[src/rtl/poly_note_generator_pkg.sv]
// Shared constants and helpers for the polyphonic square-wave note generator.
// Sample format, amplitude step, saturation limits and channel-routing modes.
package poly_note_generator_pkg;

   localparam int SAMPLE_W  = 16;
   localparam int AMP_STEP  = 2048;
   localparam int AMP_SHIFT = $clog2(AMP_STEP);
   localparam int VOL_W     = 4;

   localparam logic signed [SAMPLE_W-1:0] SAMPLE_MAX = 16'sh7FFF;
   localparam logic signed [SAMPLE_W-1:0] SAMPLE_MIN = 16'sh8000;

   typedef enum logic {
      MODE_MONO  = 1'b0,
      MODE_SPLIT = 1'b1
   } mix_mode_e;

   // Square-wave amplitude for one voice: high phase is +vol*AMP_STEP, low phase its negation.
   function automatic logic signed [SAMPLE_W-1:0] voice_amp(input logic [VOL_W-1:0] vol,
                                                            input logic phase);
      logic [SAMPLE_W-1:0] mag;
      mag = SAMPLE_W'(vol) << AMP_SHIFT;
      return phase ? signed'(mag) : -signed'(mag);
   endfunction

endpackage

[src/rtl/poly_note_generator_tone_voice.sv]
// One square-wave voice: half-period counter, phase flip-flop and signed amplitude output.
// The amplitude is combinational from registered state; the mixer adds the output register.
module tone_voice
   import poly_note_generator_pkg::*;
#(
   parameter int DIV_W = 20
) (
   input  logic                       clk,
   input  logic                       rst_n,
   input  logic [DIV_W-1:0]           note_div,
   input  logic                       voice_en,
   input  logic [VOL_W-1:0]           vol,
   input  logic                       sync,
   output logic signed [SAMPLE_W-1:0] contrib
);

   logic [DIV_W-1:0] cnt;
   logic             phase;
   logic             active;
   logic             wrap;

   assign active = voice_en && (note_div >= DIV_W'(2));
   // >= rather than == so that shrinking note_div below cnt wraps at once instead of running out.
   assign wrap   = (cnt >= (note_div - DIV_W'(1)));

   always_ff @(posedge clk or negedge rst_n) begin
      if (!rst_n) begin
         cnt   <= '0;
         phase <= 1'b0;
      end else if (sync || !active) begin
         cnt   <= '0;
         phase <= 1'b0;
      end else if (wrap) begin
         cnt   <= '0;
         phase <= ~phase;
      end else begin
         cnt   <= cnt + DIV_W'(1);
      end
   end

   assign contrib = active ? voice_amp(vol, phase) : '0;

endmodule

[src/rtl/poly_note_generator.sv]
// Polyphonic square-wave generator: NUM_VOICES tone_voice instances mixed into a
// saturated, registered stereo pair, either mono (all voices both sides) or split even/odd.
module poly_note_generator
   import poly_note_generator_pkg::*;
#(
   parameter int NUM_VOICES = 4,
   parameter int DIV_W      = 20
) (
   input  logic                          clk,
   input  logic                          rst_n,
   input  logic [NUM_VOICES*DIV_W-1:0]   note_div,
   input  logic [NUM_VOICES-1:0]         voice_en,
   input  logic [NUM_VOICES*VOL_W-1:0]   vol,
   input  logic                          mode,
   input  logic                          sync,
   output logic signed [SAMPLE_W-1:0]    audio_left,
   output logic signed [SAMPLE_W-1:0]    audio_right
);

   // One guard bit beyond the worst-case growth so the sum never wraps before saturation.
   localparam int SUM_W = SAMPLE_W + $clog2(NUM_VOICES) + 1;

   logic signed [SAMPLE_W-1:0] contrib [NUM_VOICES];
   logic signed [SUM_W-1:0]    sum_all;
   logic signed [SUM_W-1:0]    sum_even;
   logic signed [SUM_W-1:0]    sum_odd;
   logic signed [SAMPLE_W-1:0] next_left;
   logic signed [SAMPLE_W-1:0] next_right;

   for (genvar v = 0; v < NUM_VOICES; v++) begin : g_voice
      tone_voice #(
         .DIV_W (DIV_W)
      ) u_voice (
         .clk      (clk),
         .rst_n    (rst_n),
         .note_div (note_div[v*DIV_W +: DIV_W]),
         .voice_en (voice_en[v]),
         .vol      (vol[v*VOL_W +: VOL_W]),
         .sync     (sync),
         .contrib  (contrib[v])
      );
   end

   function automatic logic signed [SAMPLE_W-1:0] saturate(input logic signed [SUM_W-1:0] s);
      if (s > SUM_W'(SAMPLE_MAX)) begin
         return SAMPLE_MAX;
      end else if (s < SUM_W'(SAMPLE_MIN)) begin
         return SAMPLE_MIN;
      end else begin
         return SAMPLE_W'(s);
      end
   endfunction

   always_comb begin
      sum_all  = '0;
      sum_even = '0;
      sum_odd  = '0;
      for (int i = 0; i < NUM_VOICES; i++) begin
         sum_all = sum_all + SUM_W'(contrib[i]);
         if ((i % 2) == 0) begin
            sum_even = sum_even + SUM_W'(contrib[i]);
         end else begin
            sum_odd  = sum_odd + SUM_W'(contrib[i]);
         end
      end
   end

   always_comb begin
      next_left  = saturate(sum_all);
      next_right = saturate(sum_all);
      if (mix_mode_e'(mode) == MODE_SPLIT) begin
         next_left  = saturate(sum_even);
         next_right = saturate(sum_odd);
      end
   end

   always_ff @(posedge clk or negedge rst_n) begin
      if (!rst_n) begin
         audio_left  <= '0;
         audio_right <= '0;
      end else begin
         audio_left  <= next_left;
         audio_right <= next_right;
      end
   end

endmodule

[config.mk]
export PLATFORM = sky130hd
export DESIGN_NAME = poly_note_generator
export DESIGN_NICKNAME = d
export VERILOG_FILES = /design/src/rtl/poly_note_generator_pkg.sv /design/src/rtl/poly_note_generator_tone_voice.sv /design/src/rtl/poly_note_generator.sv
export SDC_FILE = /design/constraint.sdc
export NUM_CORES = 1
export LEC_CHECK = 0
export CAP_MARGIN = 15
export CORE_ASPECT_RATIO = 1.25
export CORE_MARGIN = 2
export CORE_UTILIZATION = 35
export CTS_BUF_LIST = sky130_fd_sc_hd__clkbuf_8
export DETAILED_ROUTE_END_ITERATION = 10
export PLACE_DENSITY = 0.51
export SYNTH_ARGS = -nofsm -noshare
export SYNTH_HDL_FRONTEND = slang
export SYNTH_HIERARCHICAL = 1
export SYNTH_SLANG_ARGS = --single-unit
[constraint.sdc]
create_clock -name clk -period 4.8 [get_ports clk]
set_input_delay 0.72 -clock clk [delete_from_list [all_inputs] [get_ports clk]]
set_output_delay 0.72 -clock clk [all_outputs]
set_load 0.05 [all_outputs]
# Word level (Yosys, flattened, before mapping)
# Index checks and enable logic that the tools add are counted.
# classes
addsub,17
order_cmp,14
n_mux,32
n_bitwise,4
n_reduce_logical,16
# ops
cell,n
2-to-1 mux 16 bit,16
2-to-1 mux 20 bit,8
adder 20 x 1 -> 20 bit (second input constant),4
greater-or-equal comparator 20 x 2 -> 1 bit (second input constant),4
greater-or-equal comparator 20 bit,4
subtractor 20 x 1 -> 20 bit (second input constant),4
negation 15 -> 16 bit,4
adder 16 x 16 -> 17 bit,3
> comparator 17 x 16 -> 1 bit (second input constant),2
less-than comparator 17 x 16 -> 1 bit (second input constant),2
adder 18 x 16 -> 19 bit,1
> comparator 19 x 16 -> 1 bit (second input constant),1
less-than comparator 19 x 16 -> 1 bit (second input constant),1
adder 17 x 16 -> 18 bit,1
2-to-1 mux 1 bit,8
nonzero test 2 bit,4
logical AND 1 bit,4
zero test 1 bit,4
logical OR 1 bit,4
NOT 1 bit,4
# word_totals
register_bits,116
out_inout_bits,32
word_cells,93

# Longest topological paths before layout
# Gate-level depths: netlist of the first run.
# logic_depth
depth_word,10
mapped_depth,21
ltp_nobuf,18

# Cells and area by module
# Netlist of the first run, hierarchy kept.
# modules_own_cells
module,instances,cells_per_inst,area_each_um2,seq_area_each_um2
poly_note_generator,1,553,4719.5,800.8
tone_voice at g_voice[1].u_voice ...,2,228,1940.6,525.5
tone_voice at g_voice[0].u_voice ...,2,227,1934.4,525.5

# Worst setup path after synthesis of the first run
# No wires, ideal clock.
# synth_timing
path_type,input to register
from,input port note_div[55]
to,register audio_right[13]
setup_ps,90
t_arrival_ps,4981
setup_slack_ps,-271
stages,17
path_cell_list,or4_4 or3_4 o31ai_4 nor2_1 inv_1 fa_1 fa_1 inv_1 ha_1 or3_1 o21ai_0 a2bb2oi_2 mux2_4 nor3_1 a21oi_2 buf_4 o221ai_1
# synth_lines
item,line,source
start: declaration,poly_note_generator.sv:11,"input logic [NUM_VOICES*DIV_W-1:0] note_div,"
end signal: assignment,poly_note_generator.sv:83,audio_right <= next_right;
end: declaration,poly_note_generator.sv:17,output logic signed [SAMPLE_W-1:0] audio_right

==> flow_summary.toml, run 1 <==
[outcome]
outcome = "finished, violations left"
violations = "setup timing"

[timing]
timing.final.crit_share_pct = 101
tns_ns = -0.348
slew_headroom_pct = 47.0
worst_slew_pin_slew_ns = 0.795
drv_slew = 0
grt_setup_unrepaired = "true"
hold_viol = 0
fin_ws_ns = -0.0604
hold_slack_ns = 0.324
fin_worst_skew_ns = 0.0188
fin_crit_ns = 4.86
max_freq_mhz = 206
finalSetupViolCount = 10

[power_and_ir_drop]
power_density_mw_per_mm2 = 317
power.switching_mw = 2.24
cellInternalPower_mw = 2.93
comb_power_share_pct = 58.1
p_leak_nw = 7.22
clkPwrFrac_pct = 18.4
irDropWorstVdd_v = 0.000373
p_seq_share_pct = 23.5
power.share.switching_pct = 43.4

[clock_tree]
hold_buffers = 0
cts.sinks = 116
htree_levels = 4
cts_tree = "built"
clk_latency_ns = 0.46
clk_pin_slew_worst_paths_ns = 0.08
clk_path_buf_depth = 2
numCtsBuffers = 17
root_buffer = "clkbuf_8"

[cells_and_area]
n_antenna_cell = 0
drive_above_1_share_pct = 18.5
final_common_cell = "buf_4"
final_cell_mix = "186 x buf_4, 177 x nor2_1, 142 x ha_1"
fin_nets = 2071
stdcell_count = 2273
syn_to_final_growth_pct = 30.9
fin_area_mm2 = 0.0163

[worst_setup_path]
worstSetupPathType = "in2reg"
critPathArrivalTime_ns = 5.19
end_kind = "flop"
crit_slowest_cell = "or4_4"
cp.required_ns = 5.13
cp_cell_sequence = "buf_6, or4_4, or3_4, o31ai_4, buf_6, buf_12, nor2_4, inv_2, fa_1, inv_2, fa_1, ha_2, a2111o_1, a31oi_4, a2bb2oi_4, nand4_1, and3b_2, a32oi_4, buf_6, buf_12, o211ai_1"
reg2reg_from = "g_voice[2].u_voice/phase$_DFFE_PN0P_"
slowest_delay_ns = 0.54
startpoint_type = "input port"
crit_fanout = 6
path_common_cell = "buf_6"
crit_start = "note_div[54]"

[floorplanning]
ioPinCount = 136
placementRows = 77
initial_core_util_pct = 35.4
fp.dieArea_mm2 = 0.0372
coreArea_mm2 = 0.0353
die_h_um = 215
dieWidth_um = 173

[yosys]
synthSimpleGateAreaFrac_pct = 19.6
synthDistinctLibCells = 64
synth_compound_area_share_pct = 15.3
synthFlopType = "dfrtp_1"
synth_mux_area_share_pct = 0.682
ys_seq_area_share_pct = 23.3
synth_fa_ha_area_share_pct = 20.3
syn_avg_cell_area_um2 = 8.52
synthXorXnorAreaFrac_pct = 12.6
synth_area_mm2 = 0.0125
synth_top_family_by_area = "adder cells"
synth_edf_count = 0
synthesis.instances = 1463
synth.largest_area_cell = "dfrtp_1"
yosysWarnings = 6
synth.area.top_cells = "dfrtp_1 23%, ha_1 15%, xnor2_1 8.4%, fa_1 5.6%, nor2_1 5.5%"
async_flop_share_pct = 100
yosysTopAreaCellShare_pct = 23.3
synth.ff_latch_count = 116

[placement]
gp_congestion = 0.849
io_buffer_count = 135
place_area_mm2 = 0.0155
dp_hpwl_mm = 28.1
dp_cells = 2219
dp_worst_setup_slack_ns = -0.832

[grt]
grt_pass1_wl_mm = 56.7
antenna_found_initial = 0
grt_usage_pct = 18.8
grt_max_degree = 60
first_global_vias = 11400
grt-ovfl-total = 0

[drt]
drc_errors = 0
drt-total-wl_mm = 34.5
firstDrtPassIters = 7
drt_iter0_drc = 496
wl_per_cell_um = 15.2
vias = 11100
via_per_inst = 4.87
postRouteAntennaNets = 0

[run]
max_cap_viol_count = 0

[min_path]
hp-class = "in2async"
logic make-up after synthesis:
| family | count (synthesis) |
|---|---|
| AO/OA/AOI/OAI | 271 |
| other | 4 |
| adder cells (fa/ha/maj) | 181 |
| AND/OR/NAND/NOR | 505 |
| buffers and inverters | 199 |
| flip-flops | 116 |
| multiplexers | 8 |
| XOR/XNOR | 179 |
repair_timing:
| action | 4_1_cts | 5_1_grt |
|---|---|---|
| gates cloned | 1 | 0 |
| endpoints found under the setup margin | 30 | 50 |
| pin swaps | 35 | 16 |
| buffers inserted | 19 | 3 |
| resized for setup | 71 | 32 |
flip-flops by register name (all words and copies together), names as in the netlist:
name,flops
audio_left,16
audio_right,16
g_voice.u_voice/cnt,80
g_voice.u_voice/phase,4
Yosys cell counts, types with 10 or more instances:
library cell and number:
and2_1 11, o21a_1 13, nand4_1 27, or3_1 10, a21oi_1 74, buf_6 11, a21o_1 26, o221ai_1 18
nand2_1 88, a31oi_1 14, nor3_1 48, buf_4 48, o21ai_0 40, xor2_1 59, inv_1 132, ha_1 146
a211oi_1 13, dfrtp_1 116, o211ai_1 13, fa_1 35, xnor2_1 119, and3_1 24, nand3_1 54, nor2_1 182
worst max-delay path: cells and delay by family:
| family | cells | cell delay (ns) |
|---|---|---|
| compound gates | 6 | 1.33 |
| fa+ha+maj | 3 | 1.04 |
| simple gates | 5 | 1.32 |
| buf+inv | 7 | 0.75 |
cell type report:
cell class                      count  area, µm²
Fill cell                        3547      18900
Multi-Input combinational cell   1188       9030
Sequential cell                   116       2900
Timing Repair Buffer              331       2880
Tap cell                          474        593
Inverter                          132        495
Clock buffer                       21        289
Clock inverter                     11        126
final timing paths:
path | end | slack (ns) | depth (start not counted)
worst min-delay path | g_voice[0].u_voice/cnt[2]$_DFF_PN0_ | 0.32 | 1
max in group asynchronous | g_voice[1].u_voice/cnt[16]$_DFF_PN0_ | 3.65 | 2
worst max-delay path | audio_left[12]$_DFF_PN0_ | -0.06 | 21
min in group clk | g_voice[2].u_voice/cnt[0]$_DFF_PN0_ | 0.52 | 1
worst max register to register | audio_left[12]$_DFF_PN0_ | 0.76 | 17
worst min register to register | g_voice[2].u_voice/cnt[0]$_DFF_PN0_ | 0.52 | 1
per-stage QoR:
stage                     utilization [%]  total power, mW
after floorplan                         -             2.97
after global placement               43.9             3.87
after detailed placement             43.9             3.87
after CTS                            45.8             4.96
after global routing                 46.3             5.50
final                                46.3             5.18
routing by layer:
metal	part of all wire [%]	routed length [µm]	GRT usage, %	up-vias
li1	-	-	-	5651
met1	44	15000	22.7	5197
met4	2.3	792	5.28	0
met3	2.9	994	2.65	38
met5	0	0	0	-
met2	51	17700	34.5	173
power by group through the flow:
stage / sequential, mW / combinational, mW / clock (mW)
CTS: 1.23 / 2.75 / 0.982
global placement: 1.25 / 2.62 / 0
detailed placement: 1.24 / 2.64 / 0
finish: 1.22 / 3.01 / 0.953
floorplan: 1.67 / 1.31 / 0
global route: 1.23 / 3.24 / 1.03
Power figures use the tool's default switching activity.
==> inputs of run 2 (changes only) <==
--- a/config.mk
+++ b/config.mk
@@ -5,7 +5,7 @@
 export SDC_FILE = /design/constraint.sdc
 export NUM_CORES = 1
 export LEC_CHECK = 0
-export CAP_MARGIN = 15
+export CAP_MARGIN = 10
 export CORE_ASPECT_RATIO = 1.25
 export CORE_MARGIN = 2
 export CORE_UTILIZATION = 35
==> results of run 2 <==
The final DEF is identical to that of run 1; final timing and power are the same.
